File: src/rtl/priority_encoder_stream_if.sv
// rtl/priority_encoder_stream_if.sv - request word in / one-hot beat out handshake bundle
// Optional cnt_o member present when PRIORITY_ENCODER_STREAM_CNT_EN is defined.
interface priority_encoder_stream_if #(
  parameter int WIDTH = 16
);
  localparam int IDX_W = $clog2(WIDTH);

  logic [WIDTH-1:0] data_i;
  logic             dir_i;
  logic             data_val_i;
  logic             data_ready_o;
  logic [WIDTH-1:0] onehot_o;
  logic [IDX_W-1:0] idx_o;
  logic             empty_o;
  logic             last_o;
  logic             out_val_o;
  logic             out_ready_i;
`ifdef PRIORITY_ENCODER_STREAM_CNT_EN
  logic [IDX_W:0]   cnt_o;
`endif

  modport master (
    output data_i, dir_i, data_val_i, out_ready_i,
    input  data_ready_o, onehot_o, idx_o, empty_o, last_o, out_val_o
`ifdef PRIORITY_ENCODER_STREAM_CNT_EN
    , input cnt_o
`endif
  );

  modport slave (
    input  data_i, dir_i, data_val_i, out_ready_i,
    output data_ready_o, onehot_o, idx_o, empty_o, last_o, out_val_o
`ifdef PRIORITY_ENCODER_STREAM_CNT_EN
    , output cnt_o
`endif
  );
endinterface

File: src/rtl/priority_encoder_stream.sv
// rtl/priority_encoder_stream.sv - streams each set bit of a word as a one-hot/index beat
// Define PRIORITY_ENCODER_STREAM_CNT_EN to add the remaining-bit counter cnt_o.
module priority_encoder_stream #(
  parameter int WIDTH = 16
) (
  input logic                     clk_i,
  input logic                     arst_n_i,
  priority_encoder_stream_if.slave bus
);
  localparam int IDX_W = $clog2(WIDTH);

  typedef enum logic {IDLE, BUSY} state_t;

  state_t           r_st;
  logic [WIDTH-1:0] r_residue;
  logic             r_dir;

  logic [IDX_W-1:0] w_lo_idx;
  logic [IDX_W-1:0] w_hi_idx;
  logic [IDX_W-1:0] w_idx;
  logic [WIDTH-1:0] w_onehot;
  logic             w_last;
  logic             w_busy;
  logic             w_in_fire;
  logic             w_out_fire;

  // Both scans run in parallel; the last match wins, so the descending loop finds the lowest bit.
  always_comb begin
    w_lo_idx = '0;
    w_hi_idx = '0;
    for (int i = WIDTH - 1; i >= 0; i--) begin
      if (r_residue[i]) w_lo_idx = IDX_W'(i);
    end
    for (int i = 0; i < WIDTH; i++) begin
      if (r_residue[i]) w_hi_idx = IDX_W'(i);
    end
    w_idx    = r_dir ? w_hi_idx : w_lo_idx;
    w_onehot = '0;
    if (r_residue != '0) w_onehot[w_idx] = 1'b1;
  end

  assign w_last     = (r_residue & (r_residue - WIDTH'(1))) == '0;
  assign w_busy     = (r_st == BUSY);
  assign w_out_fire = w_busy && bus.out_ready_i;
  assign w_in_fire  = bus.data_val_i && bus.data_ready_o;

  assign bus.out_val_o    = w_busy;
  assign bus.onehot_o     = w_busy ? w_onehot : '0;
  assign bus.idx_o        = w_busy ? w_idx : '0;
  assign bus.last_o       = w_busy && w_last;
  assign bus.empty_o      = w_busy && (r_residue == '0);
  assign bus.data_ready_o = !w_busy || (w_out_fire && w_last);

`ifdef PRIORITY_ENCODER_STREAM_CNT_EN
  localparam int CNT_W = IDX_W + 1;
  logic [CNT_W-1:0] w_pop;
  logic [CNT_W-1:0] r_cnt;

  always_comb begin
    w_pop = '0;
    for (int i = 0; i < WIDTH; i++) begin
      w_pop = w_pop + CNT_W'(bus.data_i[i]);
    end
  end

  assign bus.cnt_o = r_cnt;
`endif

  // An accept while busy can only coincide with the last beat, so it takes priority over the drain.
  always_ff @(posedge clk_i or negedge arst_n_i) begin
    if (!arst_n_i) begin
      r_st      <= IDLE;
      r_residue <= '0;
      r_dir     <= 1'b0;
`ifdef PRIORITY_ENCODER_STREAM_CNT_EN
      r_cnt     <= '0;
`endif
    end else if (w_in_fire) begin
      r_st      <= BUSY;
      r_residue <= bus.data_i;
      r_dir     <= bus.dir_i;
`ifdef PRIORITY_ENCODER_STREAM_CNT_EN
      r_cnt     <= w_pop;
`endif
    end else if (w_out_fire) begin
      if (!w_last) begin
        r_residue <= r_residue & ~w_onehot;
`ifdef PRIORITY_ENCODER_STREAM_CNT_EN
        r_cnt     <= r_cnt - CNT_W'(1);
`endif
      end else begin
        r_st      <= IDLE;
        r_residue <= '0;
`ifdef PRIORITY_ENCODER_STREAM_CNT_EN
        r_cnt     <= '0;
`endif
      end
    end
  end
endmodule

File: src/flat_wrapper.sv
// flat-port wrapper written by rule: the top's interface ports become plain ports
module priority_encoder_stream_flat 
#(
  parameter int WIDTH = 16
)
  (clk_i, arst_n_i, bus_data_i, bus_dir_i, bus_data_val_i, bus_out_ready_i, bus_data_ready_o, bus_onehot_o, bus_idx_o, bus_empty_o, bus_last_o, bus_out_val_o);
  priority_encoder_stream_if #(.WIDTH(WIDTH)) bus_i ();
  input logic clk_i;
  input logic arst_n_i;
  input wire logic [$bits(bus_i.data_i)-1:0] bus_data_i;
  input wire logic [$bits(bus_i.dir_i)-1:0] bus_dir_i;
  input wire logic [$bits(bus_i.data_val_i)-1:0] bus_data_val_i;
  input wire logic [$bits(bus_i.out_ready_i)-1:0] bus_out_ready_i;
  output wire logic [$bits(bus_i.data_ready_o)-1:0] bus_data_ready_o;
  output wire logic [$bits(bus_i.onehot_o)-1:0] bus_onehot_o;
  output wire logic [$bits(bus_i.idx_o)-1:0] bus_idx_o;
  output wire logic [$bits(bus_i.empty_o)-1:0] bus_empty_o;
  output wire logic [$bits(bus_i.last_o)-1:0] bus_last_o;
  output wire logic [$bits(bus_i.out_val_o)-1:0] bus_out_val_o;
  assign bus_i.data_i = bus_data_i;
  assign bus_i.dir_i = bus_dir_i;
  assign bus_i.data_val_i = bus_data_val_i;
  assign bus_i.out_ready_i = bus_out_ready_i;
  assign bus_data_ready_o = bus_i.data_ready_o;
  assign bus_onehot_o = bus_i.onehot_o;
  assign bus_idx_o = bus_i.idx_o;
  assign bus_empty_o = bus_i.empty_o;
  assign bus_last_o = bus_i.last_o;
  assign bus_out_val_o = bus_i.out_val_o;
  priority_encoder_stream #(.WIDTH(WIDTH)) u_core (.clk_i(clk_i), .arst_n_i(arst_n_i), .bus(bus_i));
endmodule
File: config.mk
export PLATFORM = sky130hd
export DESIGN_NAME = priority_encoder_stream_flat
export DESIGN_NICKNAME = d
export VERILOG_FILES = /design/src/rtl/priority_encoder_stream_if.sv /design/src/rtl/priority_encoder_stream.sv /design/src/flat_wrapper.sv
export SDC_FILE = /design/constraint.sdc
export NUM_CORES = 1
export LEC_CHECK = 0
export BUFFER_PORTS_ARGS = -buffer_cell sky130_fd_sc_hd__buf_2
export CORE_MARGIN = 2
export CORE_UTILIZATION = 49
export CTS_BUF_LIST = sky130_fd_sc_hd__clkbuf_8
export DETAILED_ROUTE_END_ITERATION = 8
export MAX_ROUTING_LAYER = met4
export PLACE_DENSITY = 0.78
export SETUP_SLACK_MARGIN = 0.1
export SLEW_MARGIN = 20
export SYNTH_ARGS = -nofsm -noshare
export SYNTH_HDL_FRONTEND = slang
export SYNTH_SLANG_ARGS = --single-unit
export TNS_END_PERCENT = 50
File: constraint.sdc
create_clock -name clk_i -period 2.55 [get_ports clk_i]
set_clock_uncertainty 0.05 [all_clocks]
set_input_delay 0.1275 -clock clk_i [delete_from_list [all_inputs] [get_ports clk_i]]
set_output_delay 0.1275 -clock clk_i [all_outputs]
set_load 0.01 [all_outputs]
==> results of run 1 <==
[where the power goes]
| group | switching, mW | internal (mW) | leakage (nW) |
|---|---|---|---|
| Sequential | 0.266 | 0.396 | 0.216 |
| Combinational | 1.94 | 1.55 | 0.817 |
| Clock | 0.104 | 0.138 | 0.0288 |
| Total | 2.31 | 2.08 | 1.06 |
[sequential cells by signal (all words and copies together) (netlist names)]
register,cells
u_core.r_residue,16
u_core.bus.out_val_o,1
u_core.r_dir,1
[through the flow]
stage	utilization	hold slack, ps	setup TNS (ps)
after global placement	0.5968	20.94	0
after global routing	0.7453	25.96	-810.8
after CTS	0.6432	25.37	0
after detailed placement	0.5968	25.10	0
after floorplan	-	-218.1	0
final	0.7453	20.52	-67.71
[synthesized netlist by cell type (3+ instances only)]
master      n  area share
nand3_1     3      0.0090
nor2_1     38       0.085
buf_6       4       0.027
nand2_1    14       0.031
o31ai_1    10       0.045
inv_1       8       0.018
nor3_1      4       0.012
o21ai_0     5       0.015
buf_2       5       0.015
dfrtp_1    18        0.27
a32o_1      4       0.024
a211o_1     3       0.016
o2bb2ai_2  10       0.090
clkbuf_1    9       0.020
or4_1       6       0.027
nand4_1     7       0.026
a21oi_1    14       0.042
nor4_1      4       0.015
[cells in the final DEF, fill, tap and decap left out, types with 5 or more instances in the layout]
| cell type | count |
|---|---|
| nor2_1 | 28 |
| buf_6 | 8 |
| dfrtp_2 | 11 |
| nand4_1 | 7 |
| o2bb2ai_2 | 11 |
| a21oi_1 | 11 |
| o21ai_0 | 5 |
| o31ai_1 | 7 |
| nand2_1 | 11 |
| buf_2 | 45 |
| buf_4 | 25 |
| inv_1 | 8 |
| nor2_2 | 7 |
| dfrtp_1 | 7 |
[logic make-up after synthesis]
| family | Yosys count | synth area share |
|---|---|---|
| compound gates | 67 | 0.3378 |
| simple gates | 88 | 0.2788 |
| flops | 18 | 0.2691 |
| buf+inv | 28 | 0.08893 |
| fa+ha+maj | 1 | 0.005979 |
| mux | 3 | 0.01943 |
[routing by layer]
| metal | vias up | part of all wire |
|---|---|---|
| met5 | - | 0 |
| met3 | 39 | 0.10 |
| met1 | 983 | 0.37 |
| met4 | 0 | 0.045 |
| li1 | 910 | - |
| met2 | 174 | 0.48 |
[final timing paths]
check	start	endpoint	cells after the start
min in group asynchronous	arst_n_i	u_core.r_residue[14]	2
worst max register to register	u_core.r_residue[2]	u_core.r_residue[8]	7
worst min register to register	u_core.r_residue[5]	u_core.r_residue[5]	2
worst max-delay path	u_core.r_residue[0]	bus_onehot_o[13]	8
worst min-delay path	bus_data_i[15]	u_core.r_residue[15]	2
max in group asynchronous	arst_n_i	u_core.r_residue[5]	2
[cell type report]
cell class | count | area (µm²)
multi-input cells | 159 | 1315
fillers | 227 | 843.3
repair buffers | 82 | 545.5
flip-flops and latches | 18 | 464.2
well taps | 46 | 57.56
clock buffers | 4 | 55.05
inverters | 8 | 30.03
[worst register-to-register path: cells and delay by family, from the launching register on]
kind / cells / cell delay, ps
AOI/OAI and AO/OA: 3 / 560
and+or+nand+nor: 4 / 1380
DFF: 1 / 470
[repair_timing]
item | 4_1_cts | 5_1_grt
endpoints found under the hold margin | 18 | 0
hold buffers | 1 | 0
setup endpoints to repair | 35 | 37
resized for setup | 21 | 50
gates cloned | 0 | 2
pin swaps | 5 | 15
setup buffers | 4 | 12
==> results_dict.tcl, run 1 <==
set metrics [dict create \
    min_period_over_period 1.013 \
    avgSynthCellArea_um2 8.166 \
    cp_cell_sequence "or4_4, buf_6, nor2_4, a21oi_1, nor2_2, nand2_1, nor2_1, buf_2" \
    port_buffers 44 \
    core_area_mm2 0.003311 \
    status "finished with violations" \
    gp_congestion 0.9107 \
    stdcell_area_mm2 0.002467 \
    placed_area_mm2 0.001976 \
    period_minus_slack_ps 2582 \
    io-pin-count 45 \
    met1_usage 0.3681 \
    num_vias 2106 \
    async_flop_share 1.000 \
    leakage_nw 1.062 \
    ant_nets 0 \
    grt_pass1_vias 1854 \
    setup_slack_ps -32.03 \
    cts.path.max_buffers 2 \
    cts-buffers-inserted 3 \
    hpwl_mm 3.726 \
    grt_pass1_wl_mm 8.735 \
    die_h_um 62.45 \
    ys_seq_area_frac 0.2691 \
    cp_max_fo 4 \
    synthFlopType "dfrtp_1" \
    cts.sinks 18 \
    rrSetupSlack_ps -30 \
    cpLargestDelayFamily "simple AND/OR/NAND/NOR gates" \
    clk_pin_slew_ps 70 \
    cp.buffers_inverters 2 \
    p_total_mw 4.394 \
    globalRoute.totalOverflow 0 \
    violations "negative setup slack" \
    grt_usage 0.2853 \
    worstPathArrival_ps 2400 \
    start_kind "flip-flop" \
    grt-busiest-layer "met2" \
    wl_per_cell_um 20.88 \
    final_cell_count_no_fill 317 \
    timing.max_slew.rel_slack 0.5647 \
    nets 293 \
    globalRouteMet3Util 0.02883 \
    dpl_worst_slack_ps 33.69 \
    crit_path_end_kind "primary output" \
    fmax_ghz 0.3873 \
    setup.worst_path.class "reg2out" \
    dr.pass1.iters 6 \
    grt_use_met2 0.4503 \
    finalSetupViolCount 4 \
    die_area_mm2 0.003900 \
    worst_slew_pin_slew_ps 652.9 \
    insertion_delay_ps 260 \
    drt-total-wl_mm 6.620 \
    synth_edf_count 0 \
    power.density_mw_per_mm2 1781 \
    critPathSlowestCell "or4_4" \
    grt_start_max_net_pins 19 \
    hold_path_class "in2reg" \
    required_ps 2370 \
    syn_to_final_growth_pct 47.38 \
    antenna_found_initial 0 \
    ys_warn_count 0 \
    synthCells 205 \
    ys_seq_elements 18 \
    std_cell_rows 21 \
    drv_cap 0 \
    clockRootBuffer "clkbuf_8" \
    slew_viol_final 0 \
    ir_drop_v 0.001050 \
    post-place-cells 294 \
    syn_area_mm2 0.001674 \
    slowest_delay_ps 600 \
    cts.htree.levels 1 \
    initial_core_util 0.5057 \
    final_hold_viol_count 0 \
    drcViolationCount 0 \
    drive_gt1_frac 0.5572 \
    die_w_um 62.45 \
    ys_types 50 \
    first_iter_violations 306 \
    num_antenna_cells 0 \
    synth_nets 226 \
    tritoncts "yes" \
    post_drt_via_cell_ratio 6.644 \
    grt_setup_unrepaired "true" \
]
No activity file was read; power rests on OpenSTA's default activity.
==> run 2: changes to the inputs <==
--- a/config.mk
+++ b/config.mk
@@ -9,8 +9,8 @@
 export CORE_MARGIN = 2
 export CORE_UTILIZATION = 49
 export CTS_BUF_LIST = sky130_fd_sc_hd__clkbuf_8
+export CTS_CLUSTER_SIZE = 8
 export DETAILED_ROUTE_END_ITERATION = 8
-export MAX_ROUTING_LAYER = met4
 export PLACE_DENSITY = 0.78
 export SETUP_SLACK_MARGIN = 0.1
 export SLEW_MARGIN = 20
==> run 2 against run 1 <==
Compared with the run above: the run still ends with negative setup slack left; maximum frequency up 1.2%; count of clock-buffer cells in the layout is 1 lower; clock power is 17% lower; utilization is 1.8 points lower; cell count decreased by 0.95%; non-clock buffer count down 2; routed wire length is 7.9% lower; critical endpoint is now bus_onehot_o[1]; highest routed layer unchanged.
==> results_dict.tcl, run 2 (synthesis results as in run 1) <==
set metrics [dict create \
    p_clk_frac 0.049 \
    setup_slack_ps -2.302 \
    worstPathArrival_ps 2370 \
    largest_reg_flops 16 \
    final_cell_mix "43 x buf_2, 31 x buf_4, 29 x nor2_1" \
    timing.max_slew.rel_slack 0.6243 \
    grt_start_max_net_pins 19 \
    finalSetupTns_ps -3.605 \
    seqPwrFrac 0.159 \
    finalSetupViolCount 2 \
    setup.worst_path.class "reg2out" \
    p_int_mw 1.940 \
    slew_viol_final 0 \
    drcViolationCount 0 \
    io-pin-count 45 \
    tritoncts "yes" \
    initial_core_util 0.5057 \
    hold_path_class "in2reg" \
    core_area_mm2 0.003311 \
    dr.pass1.iters 4 \
    ir_drop_v 0.0009792 \
    gp_congestion 0.9235 \
    wl_per_cell_um 19.41 \
    period_minus_slack_ps 2552 \
    final_hold_viol_count 0 \
    die_h_um 62.45 \
    die_w_um 62.45 \
    layout_commonest_cell "buf_2" \
    drv_cap 0 \
    hpwl_mm 3.779 \
    die_area_mm2 0.003900 \
    syn_to_final_growth_pct 43.87 \
    required_ps 2370 \
    port_buffers 44 \
    leakage_nw 1.040 \
    p_total_mw 4.115 \
    worst_slew_pin_slew_ps 563.6 \
    postLayoutCoreUtil 0.7275 \
    ff2ff_path_depth 7 \
    power.density_mw_per_mm2 1708 \
    drt-total-wl_mm 6.096 \
    min_period_over_period 1.001 \
    num_antenna_cells 0 \
    post_drt_via_cell_ratio 6.589 \
    ant_nets 0 \
    grt_usage 0.2682 \
    violations "negative setup slack" \
    grt_pass1_vias 1864 \
    cts.path.max_buffers 2 \
    nets 291 \
    start_kind "flip-flop" \
    cts.sinks 18 \
    cts.htree.levels 1 \
    regMostFlops "u_core.r_residue" \
    first_iter_violations 199 \
    num_vias 2069 \
    antenna_found_initial 0 \
    clk_pin_slew_ps 70 \
    status "finished with violations" \
    cts-buffers-inserted 3 \
    std_cell_rows 21 \
    p_sw_mw 2.175 \
    insertion_delay_ps 260 \
    grt_pass1_wl_mm 8.466 \
    globalRoute.totalOverflow 0 \
    fmax_ghz 0.3918 \
    cp_max_fo 8 \
    clockRootBuffer "clkbuf_8" \
    share_comb_of_total_power 0.792 \
    drive_gt1_frac 0.5448 \
    min_delay_path_depth 2 \
    p_sw_frac 0.5285 \
    crit_path_end_kind "primary output" \
    grt_setup_unrepaired "true" \
]
run 2: cell count changes in the layout (fill, tap and decap cells not counted), moves of 2 or more:
| cell | change |
|---|---|
| buf_4 | +6 |
| buf_6 | -3 |
| buf_2 | -2 |
| nand2_2 | -2 |
| or4_1 | +2 |
| or4_4 | -2 |
run 2: final timing paths:
path,startpoint,end,slack [ps]
worst max-delay path,u_core.r_residue[9],bus_onehot_o[1],-2
worst max register to register,u_core.r_residue[4],u_core.r_residue[4],10
worst min-delay path,bus_data_i[3],u_core.r_residue[3],30
worst min register to register,u_core.r_residue[11],u_core.r_residue[11],600
max in group asynchronous,arst_n_i,u_core.r_residue[5],1850
min in group asynchronous,arst_n_i,u_core.r_residue[14],280
run 2: timing repair:
| action | CTS | global route |
|---|---|---|
| pin swaps | 5 | 17 |
| endpoints found under the setup margin | 35 | 37 |
| endpoints found under the hold margin | 18 | 0 |
| setup buffers | 3 | 10 |
| cloned | 0 | 1 |
| gates resized for setup | 26 | 42 |
| hold buffers | 1 | 0 |
run 2: area by class of cell:
cell class                 count  area, µm²
clock buffer                   3      41.29
sequential                    18      465.4
timing repair buffer          80      514.2
tap                           46      57.56
fill                         234      902.1
inverter                       8      30.03
multi-input combinational    159       1300
run 2: power by group through the flow:
stage,registers (mW),logic [mW],clock network (mW)
after CTS,0.611,2.62,0.199
after floorplan,0.458,1.76,0
after detailed placement,0.599,2.37,0
after global routing,0.671,3.46,0.212
after global placement,0.591,2.36,0
final,0.656,3.26,0.201
run 2: through the flow:
stage          worst slack (ps)  cells  cell area (µm²)  hold slack, ps
3_3_place_gp              104.6    296             1991           21.64
5_1_grt                  -98.94    314             2409           29.77
2_1_floorplan             127.9    205             1674          -218.1
4_1_cts                   97.95    303             2157           26.68
3_5_place_dp              67.83    296             1991           26.47
6_report                 -2.302    314             2409           25.27
run 2: routing by layer:
metal | wire, µm | vias to the layer above | global-route usage
met3 | 633 | 34 | 0.03243
met2 | 2983 | 162 | 0.4664
met4 | 283 | 0 | 0.09722
met1 | 2195 | 973 | 0.3417
li1 | - | 900 | -
met5 | 0 | - | 0
run 2: critical path: stages (launching register included):
cell,delay [ps]
dfrtp_2,490
or4_1,620
nor2_4,170
nand2_1,80
a21oi_2,220
nand2_1,180
nor2_1,190
buf_2,160
==> run 3: changes to the inputs <==
--- a/config.mk
+++ b/config.mk
@@ -12,6 +12,7 @@
 export CTS_CLUSTER_SIZE = 8
 export DETAILED_ROUTE_END_ITERATION = 8
 export PLACE_DENSITY = 0.78
+export RECOVER_POWER = 100
 export SETUP_SLACK_MARGIN = 0.1
 export SLEW_MARGIN = 20
 export SYNTH_ARGS = -nofsm -noshare
==> run 3 against run 2 <==
Compared with the run above: clock power hardly changed; count of clock-buffer cells in the layout unchanged; cell count is the same; sequential share of layout area barely moved; routed wire length unchanged; maximum frequency unchanged; the run still ends with negative setup slack left; via count did not move; critical endpoint unchanged; total power barely moved; utilization barely moved; first-iteration DRC count is the same.
==> results_dict.tcl, run 3 (synthesis results as in run 1) <==
set metrics [dict create \
    std_cell_rows 21 \
    power.density_mw_per_mm2 1709 \
    insertion_delay_ps 260 \
    leakage_nw 1.037 \
    min_period_over_period 1.001 \
    finalSetupViolCount 2 \
    drive_gt1_frac 0.5410 \
    period_minus_slack_ps 2552 \
    tritoncts "yes" \
    num_antenna_cells 0 \
    nets 291 \
    setup_slack_ps -2.302 \
    ir_drop_v 0.0009792 \
    core_area_mm2 0.003311 \
    whs_ps 25.27 \
    final_hold_viol_count 0 \
    critPathSlowestCell "or4_1" \
    clockRootBuffer "clkbuf_8" \
    cp.buffers_inverters 1 \
    worst_slew_pin_slew_ps 999.3 \
    first_iter_violations 199 \
    status "finished with violations" \
    final.fill_count 235 \
    crit_top_cell "nand2_1" \
    drv_cap 0 \
    drcViolationCount 0 \
    ant_nets 0 \
    final_cell_mix "42 x buf_2, 31 x buf_4, 29 x nor2_1" \
    regMostFlops "u_core.r_residue" \
    grt_pass1_wl_mm 8.466 \
    dr.pass1.iters 4 \
    cp_max_fo 8 \
    die_area_mm2 0.003900 \
    hpwl_mm 3.779 \
    layout_commonest_cell "buf_2" \
    slowest_delay_ps 620 \
    grt_setup_unrepaired "true" \
    grt_pass1_vias 1864 \
    violations "negative setup slack" \
    hold_path_class "in2reg" \
    grt_usage 0.2682 \
    cts-buffers-inserted 3 \
    die_h_um 62.45 \
    port_buffers 44 \
    post_drt_via_cell_ratio 6.589 \
    timing.max_slew.rel_slack 0.3338 \
    worstPathArrival_ps 2370 \
    globalRoute.totalOverflow 0 \
    initial_core_util 0.5057 \
    cts.path.max_buffers 2 \
    die_w_um 62.45 \
    wl_per_cell_um 19.41 \
    largest_reg_flops 16 \
    slew_viol_final 0 \
    gp_congestion 0.9235 \
    setup.worst_path.class "reg2out" \
    antenna_found_initial 0 \
    cp_cell_sequence "or4_1, nor2_4, nand2_1, a21oi_2, nand2_1, nor2_1, buf_2" \
    io-pin-count 45 \
    drt-total-wl_mm 6.096 \
    crit_path_end_kind "primary output" \
    cts.htree.levels 1 \
    ff2ff_path_depth 7 \
    crit_cells 7 \
    grt_start_max_net_pins 19 \
    num_vias 2069 \
    required_ps 2370 \
    cts.sinks 18 \
    min_delay_path_depth 2 \
    clk_pin_slew_ps 70 \
    syn_to_final_growth_pct 43.80 \
    fmax_ghz 0.3918 \
    finalSetupTns_ps -3.605 \
    start_kind "flip-flop" \
    cpLargestDelayFamily "simple AND/OR/NAND/NOR gates" \
]
[run 3: path summary, 6_finish.rpt]
check	start	end	slack, ps
min in group asynchronous	arst_n_i	u_core.r_residue[14]	500
worst min register to register	u_core.r_residue[11]	u_core.r_residue[11]	600
max in group asynchronous	arst_n_i	u_core.r_residue[5]	1280
worst max register to register	u_core.r_residue[4]	u_core.r_residue[4]	10
worst min-delay path	bus_data_i[3]	u_core.r_residue[3]	30
worst max-delay path	u_core.r_residue[9]	bus_onehot_o[1]	-2
[run 3: repair_timing]
item                                    4_1_cts  5_1_grt
setup buffers                                 3       10
pin swaps                                     5       17
gates resized for setup                      26       42
hold endpoints to repair                     18        0
cloned                                        0        1
endpoints found under the setup margin       35       37
hold buffers                                  1        0
[run 3: report_power, final]
group / internal (mW) / switching [mW]
logic: 1.44 / 1.82
registers: 0.398 / 0.258
clock network: 0.105 / 0.0960
total: 1.94 / 2.17
[run 3: metrics by stage]
stage,power (mW),worst slack (ps),cell area [µm²],std cells,utilization
3_5_place_dp,2.973,67.83,1991,296,0.6013
2_1_floorplan,2.220,127.9,1674,205,-
4_1_cts,3.429,97.95,2157,303,0.6516
3_3_place_gp,2.946,104.6,1991,296,0.6013
5_1_grt,4.338,-98.94,2407,314,0.7271
6_report,4.114,-2.302,2407,314,0.7271
[run 3: layout make-up]
| type | instances | area (µm²) | share of cell area |
|---|---|---|---|
| clock buffer | 3 | 41.29 | 0.01715 |
| tap | 46 | 57.56 | 0.02391 |
| inverter | 8 | 30.03 | 0.01247 |
| timing repair buffer | 80 | 513.0 | 0.2131 |
| multi-input combinational | 159 | 1300 | 0.5400 |
| sequential | 18 | 465.4 | 0.1933 |
[run 3: per-layer routing]
| metal | part of all wire | track usage | vias up | wire length, µm |
|---|---|---|---|---|
| met5 | 0 | 0 | - | 0 |
| met4 | 0.046 | 0.09722 | 0 | 283 |
| met3 | 0.10 | 0.03243 | 34 | 633 |
| met2 | 0.49 | 0.4664 | 162 | 2983 |
| met1 | 0.36 | 0.3417 | 973 | 2195 |
| li1 | - | - | 900 | - |
